<file path="config.mk">
export PLATFORM = sky130hd
export DESIGN_NAME = pipe_hazard_ctrl
export DESIGN_NICKNAME = d
export VERILOG_FILES = /design/src/rtl/pipe_hazard_ctrl.sv
export SDC_FILE = /design/constraint.sdc
export NUM_CORES = 1
export LEC_CHECK = 0
export CORE_MARGIN = 1
export CORE_UTILIZATION = 50
export DETAILED_ROUTE_END_ITERATION = 10
export DONT_BUFFER_PORTS = 1
export SLEW_MARGIN = 20
export SYNTH_ARGS = -nofsm -noshare
export SYNTH_HDL_FRONTEND = slang
export SYNTH_SLANG_ARGS = --single-unit
</file>
<file path="constraint.sdc">
create_clock -name clk -period 6 [get_ports clk]
set_input_delay 0 -clock clk [delete_from_list [all_inputs] [get_ports clk]]
set_output_delay 0 -clock clk [all_outputs]
set_load 0.02 [all_outputs]
</file>
<file path="src/rtl/pipe_hazard_ctrl.sv">
// Scoreboard-based RAW hazard control for an in-order pipeline with STAGES tracked stages after ID.
// Define PIPE_HAZARD_FWD_EN for forwarding (load-use stall only); otherwise full interlock.
module pipe_hazard_ctrl #(
   parameter int STAGES = 3,
   parameter int RA_W   = 5
) (
   input  logic              clk,
   input  logic              reset,
   input  logic              id_valid,
   input  logic [RA_W-1:0]   id_src1,
   input  logic [RA_W-1:0]   id_src2,
   input  logic              id_src1_en,
   input  logic              id_src2_en,
   input  logic [RA_W-1:0]   id_dest,
   input  logic              id_gr_we,
   input  logic              id_is_load,
   input  logic [STAGES-1:0] stage_ready_go,
   input  logic              out_allowin,
   output logic              id_ready_go,
   output logic              id_allowin,
   output logic [STAGES-1:0] stage_valid,
   output logic [STAGES-1:0] stage_allowin,
   output logic [STAGES:0]   fwd_sel1,
   output logic [STAGES:0]   fwd_sel2,
   output logic [31:0]       hazard_cnt
);

   logic [STAGES-1:0] valid_reg;
   logic [RA_W-1:0]   dest_reg [STAGES];
   logic [STAGES-1:0] we_reg;
   logic [STAGES-1:0] load_reg;
   logic [STAGES-1:0] allowin;
   logic [STAGES-1:0] match1;
   logic [STAGES-1:0] match2;
   logic              issue;
   logic [31:0]       hazard_cnt_reg;
   logic              unused_load;

   // Backpressure ripples from the sink toward stage 0.
   always_comb begin
      logic nxt;
      nxt = out_allowin;
      allowin = '0;
      for (int k = STAGES - 1; k >= 0; k--) begin
         allowin[k] = !valid_reg[k] | (stage_ready_go[k] & nxt);
         nxt = allowin[k];
      end
   end

   genvar gi;
   generate
      for (gi = 0; gi < STAGES; gi++) begin : g_match
         assign match1[gi] = id_src1_en & valid_reg[gi] & we_reg[gi]
                             & (dest_reg[gi] == id_src1) & (id_src1 != '0);
         assign match2[gi] = id_src2_en & valid_reg[gi] & we_reg[gi]
                             & (dest_reg[gi] == id_src2) & (id_src2 != '0);
      end
   endgenerate

`ifdef PIPE_HAZARD_FWD_EN
   // Scan oldest to youngest so the youngest matching stage overrides.
   always_comb begin
      fwd_sel1 = '0;
      fwd_sel1[0] = 1'b1;
      fwd_sel2 = '0;
      fwd_sel2[0] = 1'b1;
      for (int k = STAGES - 1; k >= 0; k--) begin
         if (match1[k]) begin
            fwd_sel1 = '0;
            fwd_sel1[k+1] = 1'b1;
         end
         if (match2[k]) begin
            fwd_sel2 = '0;
            fwd_sel2[k+1] = 1'b1;
         end
      end
   end

   assign id_ready_go = !(load_reg[0] & (match1[0] | match2[0]));
`else
   assign fwd_sel1 = {{STAGES{1'b0}}, 1'b1};
   assign fwd_sel2 = {{STAGES{1'b0}}, 1'b1};
   assign id_ready_go = !((|match1) | (|match2));
`endif

   // Only the stage-0 load flag feeds hazard logic; the rest just travel with the entry.
   assign unused_load = ^load_reg;

   assign issue      = id_valid & id_ready_go & allowin[0];
   assign id_allowin = !id_valid | (id_ready_go & allowin[0]);

   always_ff @(posedge clk or posedge reset) begin
      if (reset) begin
         valid_reg <= '0;
      end else begin
         if (allowin[0]) valid_reg[0] <= issue;
         for (int k = 1; k < STAGES; k++) begin
            if (allowin[k]) valid_reg[k] <= valid_reg[k-1] & stage_ready_go[k-1];
         end
      end
   end

   always_ff @(posedge clk) begin
      if (allowin[0]) begin
         dest_reg[0] <= id_dest;
         we_reg[0]   <= id_gr_we;
         load_reg[0] <= id_is_load;
      end
      for (int k = 1; k < STAGES; k++) begin
         if (allowin[k]) begin
            dest_reg[k] <= dest_reg[k-1];
            we_reg[k]   <= we_reg[k-1];
            load_reg[k] <= load_reg[k-1];
         end
      end
   end

   always_ff @(posedge clk or posedge reset) begin
      if (reset) begin
         hazard_cnt_reg <= '0;
      end else if (id_valid && !id_ready_go && (hazard_cnt_reg != 32'hFFFF_FFFF)) begin
         hazard_cnt_reg <= hazard_cnt_reg + 32'd1;
      end
   end

   assign stage_valid   = valid_reg;
   assign stage_allowin = allowin;
   assign hazard_cnt    = hazard_cnt_reg;

endmodule

</file>
==> results of run 1 <==
==> power by group through the flow <==
stage / sequential [uW] / combinational, uW / clock (uW)
4_1_cts: 461 / 92.2 / 243
3_5_place_dp: 469 / 87.0 / 0
5_1_grt: 467 / 102 / 257
2_1_floorplan: 460 / 76.9 / 0
3_3_place_gp: 467 / 85.3 / 0
6_report: 461 / 90.6 / 240
==> cells in the final DEF (no fill, tap or decap), drive strengths merged <==
master       instances
dfrtp               35
ha                   1
nand4b               2
mux2                 1
a311oi               2
nor3                10
nand4               15
and4                 1
clkinvlp             1
buf                  1
and3                 2
clkbuf               5
nand3               12
nor2                10
or4                  2
a31oi                2
o211a                1
xor2                42
o21ai                6
a21oi                1
nand2               16
a21boi               1
or3                  2
conb                 8
inv                  9
xnor2               17
mux2i                2
nor4                16
clkinv               1
bufinv               1
edfxtp              18
dlygate4sd3         10
==> logic make-up (layout without fill, tap and decap cells) <==
family / after synthesis / count (layout)
multiplexers: 3 / 3
AND/OR/NAND/NOR: 88 / 88
XOR/XNOR: 59 / 59
buffers and inverters: 19 / 28
AO/OA/AOI/OAI: 13 / 13
flip-flops: 53 / 53
other: 2 / 8
adder cells (fa/ha/maj): 1 / 1
==> worst paths after layout <==
check                              startpoint              to  slack, ns  cells past startpoint
worst max-delay path            hazard_cnt[0]   hazard_cnt[1]       3.31                      7
worst min-delay path                    reset  hazard_cnt[24]       0.08                      2
worst max register to register  hazard_cnt[0]   hazard_cnt[1]       3.31                      7
worst min register to register      we_reg[1]       we_reg[2]       0.50                      0
max in group asynchronous               reset  stage_valid[1]       5.27                      3
min in group clk                     id_valid      id_allowin       0.22                      1
==> final cells by class <==
type                    count  area (sq um)  share of cell area [%]
repair buffers             11         107.6                   3.658
clock buffers               5         68.82                   2.339
clock inverters             3         41.29                   1.404
multi-input cells         172          1186                   40.32
flip-flops and latches     53          1416                   48.15
well taps                  70         87.58                   2.977
inverters                   9         33.78                   1.148
==> stage by stage <==
stage | instances | setup slack (ns) | instance area (sq um) | total power (uW) | utilization [%]
2_1_floorplan | 244 | 3.747 | 2713 | 537.1 | -
3_3_place_gp | 305 | 3.351 | 2731 | 552.0 | 53.14
3_5_place_dp | 305 | 3.317 | 2731 | 555.8 | 53.14
4_1_cts | 323 | 3.300 | 2942 | 796.3 | 57.23
5_1_grt | 323 | 3.149 | 2942 | 825.8 | 57.23
6_report | 323 | 3.315 | 2942 | 791.4 | 57.23
==> layer usage <==
layer | wire (um) | up-vias | GRT usage, %
met5 | 0 | - | 0
met4 | 52 | 0 | 4.938
met3 | 291 | 7 | 6.349
met2 | 2482 | 52 | 31.45
met1 | 2270 | 868 | 24.42
li1 | - | 861 | -
==> what timing repair did <==
item | 4_1_cts | 5_1_grt
hold buffers | 10 | 0
endpoints found under the hold margin | 44 | 0
gates resized for setup | 0 | 0
==> summary.txt, run 1 <==
Worst setup path
  – CP arrival: 2.88 ns
  – Worst Path Max Fanout: 18
  – Critical path type: reg2reg
  – Delay-heaviest family, CP: simple AND/OR/NAND/NOR gates
  – Crit path cell chain: ha_1 > inv_1 > or3_1 > nor4_1 > nand2_1 > o21ai_2 > mux2_2
  – Slowest CP cell: dfrtp_1
  – CP Launch Type: flop
  – Worst EP required: 6.19 ns
  – Crit path buf inv count: 1
  – CP max stage delay: 0.57 ns
  – Critical path capture point type: flop

Timing
  – RSZ-0062 raised after global routing: false
  – Max Clock Skew: between 0.008 and 0.009 ns
  – Worst slew margin: about 42%
  – Max Freq: around 370 MHz
  – Final hold vios: 0
  – Final setup viols: 0
  – Fin Hold WS: slightly above 0.08 ns
  – Tcrit/Tclk final: roughly 45%
  – Final min period: about 2.7 ns
  – Setup TNS: 0 ns
  – Slew @ Worst Pin: 0.8653 ns
  – Final Max Tran Viols: 0

Die
  – Initial Util: between 50% and 60%
  – Rows: 26
  – DIE AREA: 5678 sq um
  – IO Pins: 74
  – Chip height: between 70 and 80 um
  – Die X: about 75 um
  – Core area: slightly above 5000 sq um

Pwr
  – Sw Pwr: 218.9 uW
  – Maximum vdd drop: around 0.17 mV
  – Sequential Power Share: between 50 and 60%
  – Logic pwr share: between 10% and 20%
  – Clk pwr share: 30.3%
  – P_leak: 0.001252 uW
  – P per Cell Area: roughly 270 nW/um^2
  – P_int: roughly 570 uW
  – Switching Share: between 20 and 30%

Synth
  – Mux cell area share after synthesis: about 1.2%
  – Post-synth top area share: between 30% and 40%
  – Leading area contributor after synthesis: dfrtp_1
  – Syn Area/Cell: about 11 sq um
  – Seq/Total Area, Yosys: between 50% and 60%
  – Most frequent cell after synthesis: xor2_1
  – Simple-gate share of the synthesized area: approximately 18%
  – FFs w/ async S/R, synth: about 66%
  – Ys Warns: 0
  – Complex-gate fraction of the synthesized area: 3.814%
  – Post-Synth Adder-Cell Area: less than 1%
  – Commonest cells post-synth: 42 x xor2_1, 35 x dfrtp_1, 18 x edfxtp_1, 17 x xnor2_1
  – #FFs+latches synth: 53
  – Yosys cell types: 32
  – Post-Synth XOR/XNOR Area: between 10% and 20%
  – Top cells by area, synth: dfrtp_1 33%, edfxtp_1 20%, xor2_1 14%
  – Number of synthesized flops with an enable pin: 18
  – Syn Std Cell Area: 2690 sq um
  – Syn Inst Count: approximately 240
  – Main combinational cell family by area after synthesis: XOR/XNOR gates
  – Top_reg_cell synth: dfrtp_1

Final layout
  – Layout cells sized above 1: 7.115%
  – Ant diodes: 0
  – Filler cell count: about 470
  – Final net count: 279
  – Max reg flops: 32
  – Area growth syn-to-layout: 9.349%

Worst hold path
  – Worst hold-check path type: in2async

Detailed routing
  – Wirelength, routed: 5.096 mm
  – Initial DRT Pass Iterations: 4
  – Drt first-iter violations: 57
  – Via/cell ratio: between 5 and 6
  – DR DRC count: 0
  – Vias: 1,788
  – WL/cell: between 15 and 20 um
  – Routed Antenna Nets: 0

Global route
  – Total Routing Usage GR: between 10% and 20%
  – Initial antenna violation count: 0
  – Overflow after GRT: 0
  – First-pass GRT wire length: about 7.9 mm
  – Largest net degree at the start of global routing: 28
  – Vias in the first global route: 1,659

Placement
  – Global placement routability congestion: 0.7251
  – DP Wirelength: 3.811 mm
  – Port buffer count: 0

CTS
  – Clock buffer depth: 2
  – CTS tree: yes
  – CTS clk-pin slew, worst paths: ~0.090 ns
  – Root Buffer: clkbuf_8
  – Clk sinks: 53
  – Num CTS Buffers: 5
  – H-tree depth: 2
  – Worst-Skew Late Latency: about 0.3 ns
  – Post-CTS setup buffer count: 0

Status
  – Status: finished, final reports clean

Run
  – Max_cap viols: 0
Note: power is estimated with default switching activity, not from simulation.
==> inputs of run 2 (changes only) <==
--- a/config.mk
+++ b/config.mk
@@ -5,6 +5,7 @@
 export SDC_FILE = /design/constraint.sdc
 export NUM_CORES = 1
 export LEC_CHECK = 0
+export ABC_AREA = 1
 export CORE_MARGIN = 1
 export CORE_UTILIZATION = 50
 export DETAILED_ROUTE_END_ITERATION = 10
==> constraint.sdc (replaced) <==
create_clock -name clk -period 2.62 [get_ports clk]
set_input_delay 0 -clock clk [delete_from_list [all_inputs] [get_ports clk]]
set_output_delay 0 -clock clk [all_outputs]
set_load 0.02 [all_outputs]
==> summary.txt, run 2 <==
Final layout
  – Max reg flops: 32
  – Filler cell count: between 600 and 700
  – Area of the multi-input gates: between 1500 and 2000 sq um
  – Area growth syn-to-layout: 9.323%
  – Layout cells sized above 1: ~7.1%
  – Final net count: 560
  – Post-route cell area: 3902 sq um
  – Most frequent cells in the layout: 226 x nand2_1, 52 x nor2_1, 37 x inv_1
  – Commonest non-fill, non-tap cell in the layout: nand2_1
  – Ant diodes: 0
  – Sequential Area: around 1400 sq um

Synth
  – Yosys cell types: 28
  – Top cells by area, synth: dfrtp_1 25%, nand2_1 24%, edfxtp_1 15%
  – Leading area contributor after synthesis: dfrtp_1
  – Number of synthesized flops with an enable pin: 18
  – Post-synth top area share: 24.54%
  – Most frequent cell after synthesis: nand2_1
  – Syn Inst Count: 520
  – #FFs+latches synth: between 50 and 60
  – Ys Warns: 0
  – Top_reg_cell synth: dfrtp_1
  – Seq/Total Area, Yosys: between 30% and 40%
  – Syn Std Cell Area: roughly 3600 sq um
  – Commonest cells post-synth: 226 x nand2_1, 52 x nor2_1, 37 x inv_1, 35 x dfrtp_1, 35 x nand4_1
  – FFs w/ async S/R, synth: about two thirds
  – Syn Area/Cell: roughly 7 sq um

Global route
  – Initial antenna violation count: 0
  – Overflow after GRT: 0
  – Vias in the first global route: around 3.2k
  – First-pass GRT wire length: approximately 15 mm
  – Largest net degree at the start of global routing: 37
  – Total Routing Usage GR: about a quarter

CTS
  – CTS clk-pin slew, worst paths: around 0.10 ns
  – Clock buffer depth: 2
  – Root Buffer: clkbuf_8
  – Num CTS Buffers: 5
  – Clk sinks: between 50 and 60
  – H-tree depth: 2
  – CTS tree: yes
  – Post-CTS setup buffer count: 0
  – Worst-Skew Late Latency: approximately 0.31 ns

Worst setup path
  – Critical path capture point type: flop
  – R2R setup slack: approximately 0.16 ns
  – Delay-heaviest family, CP: buffers and inverters
  – Stages on worst setup path: 11
  – Crit path buf inv count: 3
  – CP arrival: 2.66 ns
  – Worst Path Max Fanout: 36
  – CP Launch Type: flop
  – Slowest CP cell: dlygate4sd3_1
  – R2r worst-path depth: 11
  – R2r startpoint: stage_valid[1]
  – Crit path cell chain: nand3_1 > a21oi_1 > nand3_1 > nand3_1 > nand2_1 > nand2_2 > buf_6 > inv_1 > nand2_1 > dlygate4sd3_1 > nand2_1
  – CP max stage delay: between 0.5 and 0.6 ns
  – Critical path type: reg2reg
  – Worst EP required: about 2.8 ns
  – Crit path launch: stage_valid[1]
  – Crit path to: stage_valid[0]
  – RR Endpoint: stage_valid[0]

Die
  – DIE AREA: approximately 7500 sq um
  – Rows: 30
  – Core area: approximately 6800 sq um
  – Chip height: about 86 um
  – IO Pins: 74
  – Initial Util: between 50% and 60%
  – Die X: just under 90 um

Detailed routing
  – WL/cell: 14.42 um
  – Vias: ~3.3k
  – DR DRC count: 0
  – Via/cell ratio: around 5.2
  – Wirelength, routed: a little over 9 mm
  – Drt first-iter violations: about 150
  – Initial DRT Pass Iterations: 4
  – Routed Antenna Nets: 0

Pwr
  – Maximum vdd drop: just under 0.2 mV
  – P_leak: 0.001875 uW
  – P per Cell Area: between 500 and 600 nW/um^2

Timing
  – Setup TNS: 0 ns
  – Final Max Tran Viols: 0
  – Final hold vios: 0
  – Max Freq: approximately 400 MHz
  – Final setup viols: 0
  – RSZ-0062 raised after global routing: false
  – Slew @ Worst Pin: just over 0.7 ns
  – Final WS setup: between 0.15 and 0.2 ns
  – Max Clock Skew: roughly 0.0048 ns
  – Worst slew margin: 52.55%
  – Final min period: between 2 and 2.5 ns
  – Tcrit/Tclk final: a little over nine tenths

Status
  – Status: finished, final reports clean

Placement
  – DP Wirelength: approximately 7.0 mm
  – Port buffer count: 0
  – Placed Area: 3672 sq um
  – Pre-CTS setup slack: 0.4945 ns
  – Global placement routability congestion: approximately 0.86

Run
  – Max_cap viols: 0

Worst hold path
  – Hold Path Stages: 3
  – Worst hold-check path type: in2reg
[run 2: cell count changes after synthesis, sizes merged, moves of 4 or more]
cell,before,now
inv,9,47
o21ai,6,2
xor2,42,11
nand2,16,227
nor2,10,57
nand4,15,35
buf,10,18
nand3b,0,6
a21oi,1,7
nand3,12,30
nor4,16,0
xnor2,17,12
[run 2: timing repair]
| item | in CTS | in global routing |
|---|---|---|
| setup endpoints to repair | 0 | 1 |
| hold endpoints to repair | 57 | 0 |
| hold buffers | 11 | 0 |
| resized for setup | 0 | 1 |
[run 2: worst min path at each step]
stage / start / endpoint / slack [ns]
6_report: id_valid / hazard_cnt[26] / 0.01
5_1_grt: id_valid / hazard_cnt[23] / 0.02
4_1_cts: id_valid / hazard_cnt[29] / 0.009
3_5_place_dp: reset / hazard_cnt[2] / 0.04
3_3_place_gp: reset / hazard_cnt[2] / 0.03
2_1_floorplan: id_dest[0] / dest_reg[0][0] / 0.1
[run 2: worst min-delay path: stages]
cell	delay [ns]
buf_12	0.15
nand4_1	0.09
nand2_1	0.05
[run 2: cells by family after synthesis]
logic type,share of synthesized area [%]
AO/OA/AOI/OAI,1.472
AND/OR/NAND/NOR,44.13
other,0.2104
buffers and inverters,8.517
flip-flops,39.68
XOR/XNOR,5.643
adder cells (fa/ha/maj),0.3505
[run 2: through the flow]
| step | hold slack, ns | util (%) | total power (uW) | cells |
|---|---|---|---|---|
| after floorplan | 0.09887 | - | 1303 | 526 |
| after global placement | 0.03140 | 53.75 | 1385 | 611 |
| after detailed placement | 0.03890 | 53.75 | 1400 | 611 |
| after CTS | 0.008714 | 57.07 | 1969 | 630 |
| after global routing | 0.01937 | 57.12 | 2045 | 630 |
| final | 0.01360 | 57.12 | 1951 | 630 |
[run 2: report_power, final]
part | internal (uW) | switching (uW) | total, uW | leakage, uW
registers | 945 | 89.1 | 1030 | 0.000651
clock network | 283 | 267 | 550 | 0.0000528
logic | 122 | 245 | 367 | 0.00117
[run 2: area by class of cell]
cell class / instances / area share [%]
Clock buffer: 6 / 1.860
Tap cell: 96 / 3.078
Multi-Input combinational cell: 405 / 47.96
Inverter: 47 / 4.521
Timing Repair Buffer: 21 / 5.418
Clock inverter: 2 / 0.8657
Sequential cell: 53 / 36.29
[run 2: metal layers]
layer | track usage, % | up-vias | wire length (um)
met5 | 0 | - | 0
li1 | - | 1667 | -
met3 | 3.905 | 11 | 468
met1 | 29.68 | 1515 | 3802
met2 | 47.91 | 92 | 4663
met4 | 8.030 | 0 | 151
==> inputs of run 3 (changes only) <==
--- a/config.mk
+++ b/config.mk
@@ -6,7 +6,7 @@
 export NUM_CORES = 1
 export LEC_CHECK = 0
 export ABC_AREA = 1
-export CORE_MARGIN = 1
+export CORE_MARGIN = 2
 export CORE_UTILIZATION = 50
 export DETAILED_ROUTE_END_ITERATION = 10
 export DONT_BUFFER_PORTS = 1
==> summary.txt, run 3 (synthesis gave the netlist of run 2 again) <==
Detailed routing
  – DR DRC count: 0
  – Routed Antenna Nets: 0
  – Via/cell ratio: between 5 and 6
  – Wirelength, routed: 9.281 mm
  – Drt first-iter violations: approximately 190
  – Vias: 3,264
  – Initial DRT Pass Iterations: 4
  – WL/cell: around 15 um

Worst setup path
  – Critical path type: reg2reg
  – Worst EP required: between 2 and 3 ns
  – Crit path cell chain: nand3_1 > a21oi_1 > nand3_1 > nand3_1 > nand2_1 > nand2_4 > buf_6 > inv_1 > nand2_1 > dlygate4sd3_1 > nand2_1
  – Delay-heaviest family, CP: buffers and inverters
  – Crit path buf inv count: 3
  – Worst Path Max Fanout: 20
  – Critical path capture point type: flop
  – CP arrival: roughly 2.6 ns
  – CP max stage delay: roughly 0.54 ns
  – Stages on worst setup path: 11
  – R2r worst-path depth: 11
  – Slowest CP cell: dlygate4sd3_1
  – CP Launch Type: flop

Timing
  – Max Freq: between 400 and 500 MHz
  – RSZ-0062 raised after global routing: false
  – Slew @ Worst Pin: ~0.69 ns
  – Setup TNS: 0 ns
  – Final Max Tran Viols: 0
  – Max Clock Skew: approximately 0.011 ns
  – Worst slew margin: 54.10%
  – Final WS setup: around 0.27 ns
  – Final hold vios: 0
  – Tcrit/Tclk final: about nine tenths
  – Fin Hold WS: 0.01062 ns
  – Final min period: about 2.3 ns
  – Final setup viols: 0

Die
  – IO Pins: between 70 and 80
  – Die X: about 88 um
  – DIE AREA: around 8000 sq um
  – Core area: 6869 sq um
  – Initial Util: a little over 50%
  – Chip height: approximately 88 um
  – Rows: 30

Final layout
  – Final net count: 560
  – Area growth syn-to-layout: 9.323%
  – Commonest non-fill, non-tap cell in the layout: nand2_1
  – Max reg flops: 32
  – Post-Route Utilization: between 50% and 60%
  – Ant diodes: 0
  – Most frequent cells in the layout: 226 x nand2_1, 52 x nor2_1, 37 x inv_1
  – Layout cells sized above 1: approximately 7.7%

CTS
  – Root Buffer: clkbuf_8
  – CTS clk-pin slew, worst paths: 0.10 ns
  – Num CTS Buffers: 5
  – Post-CTS setup buffer count: 0
  – Clock buffer depth: 2
  – Worst-Skew Late Latency: around 0.31 ns
  – Clk sinks: 53
  – CTS tree: yes
  – H-tree depth: 2

Pwr
  – Maximum vdd drop: 0.2203 mV
  – P_leak: about 0.0019 uW
  – P per Cell Area: 503.0 nW/um^2

Placement
  – Port buffer count: 0
  – Global placement routability congestion: between 0.9 and 1
  – DP Wirelength: ~7.1 mm
  – Pre-CTS setup slack: 0.3125 ns

Worst hold path
  – Hold Path Stages: 3
  – Worst hold-check path type: in2reg

Global route
  – Largest net degree at the start of global routing: 36
  – First-pass GRT wire length: about 15 mm
  – Vias in the first global route: between 3k and 4k
  – Total Routing Usage GR: approximately 25%
  – Initial antenna violation count: 0
  – Overflow after GRT: 0

Status
  – Status: finished, final reports clean

Run
  – Max_cap viols: 0
[run 3: cell counts in the layout (fill, tap and decap cells not counted)]
Identical to the previous run, type by type.
[run 3: layer usage]
layer | track usage, % | vias up | wire length (um)
met4 | 7.851 | 0 | 136
met2 | 46.00 | 89 | 4904
met5 | 0 | - | 0
met3 | 4.851 | 9 | 526
li1 | - | 1664 | -
met1 | 28.30 | 1502 | 3714
[run 3: timing repair]
action	in CTS	in global routing
hold endpoints to repair	57	0
hold buffers	11	0
setup endpoints to repair	0	2
resized for setup	0	4
[run 3: cell type report]
class                      count  area (sq um)
clock inverter                 2         38.79
tap                           96         120.1
fill                         682          2967
inverter                      47         176.4
timing repair buffer          21         198.9
multi-input combinational    405          1877
sequential                    53          1419
clock buffer                   6         72.57
[run 3: path summary, 6_finish.rpt]
kind	to	slack, ns	from
worst max-delay path	stage_valid[0]	0.27	stage_valid[2]
worst min-delay path	hazard_cnt[29]	0.01	id_valid
worst max register to register	stage_valid[0]	0.27	stage_valid[2]
worst min register to register	we_reg[2]	0.50	we_reg[1]
max in group asynchronous	hazard_cnt[17]	1.67	reset
min in group asynchronous	hazard_cnt[29]	0.23	reset
[run 3: report_power, final]
| group | switching [uW] | internal [uW] |
|---|---|---|
| Sequential | 90.1 | 947 |
| Clock | 274 | 287 |
| Combinational | 246 | 120 |
[run 3: metrics by stage]
step	instances	cell area [sq um]	power [uW]
final	630	3902	1963
after global placement	611	3660	1388
after detailed placement	611	3660	1398
after CTS	630	3891	1989
after floorplan	526	3592	1303
after global routing	630	3902	2069
[run 3: worst reg2reg max path, cell delays in order, from the launching register on]
cell and delay, ns:
dfrtp_1 0.52, nand3_1 0.11, a21oi_1 0.14, nand3_1 0.10
nand3_1 0.07, nand2_1 0.08, nand2_4 0.18, buf_6 0.22
inv_1 0.15, nand2_1 0.08, dlygate4sd3_1 0.54, nand2_1 0.04
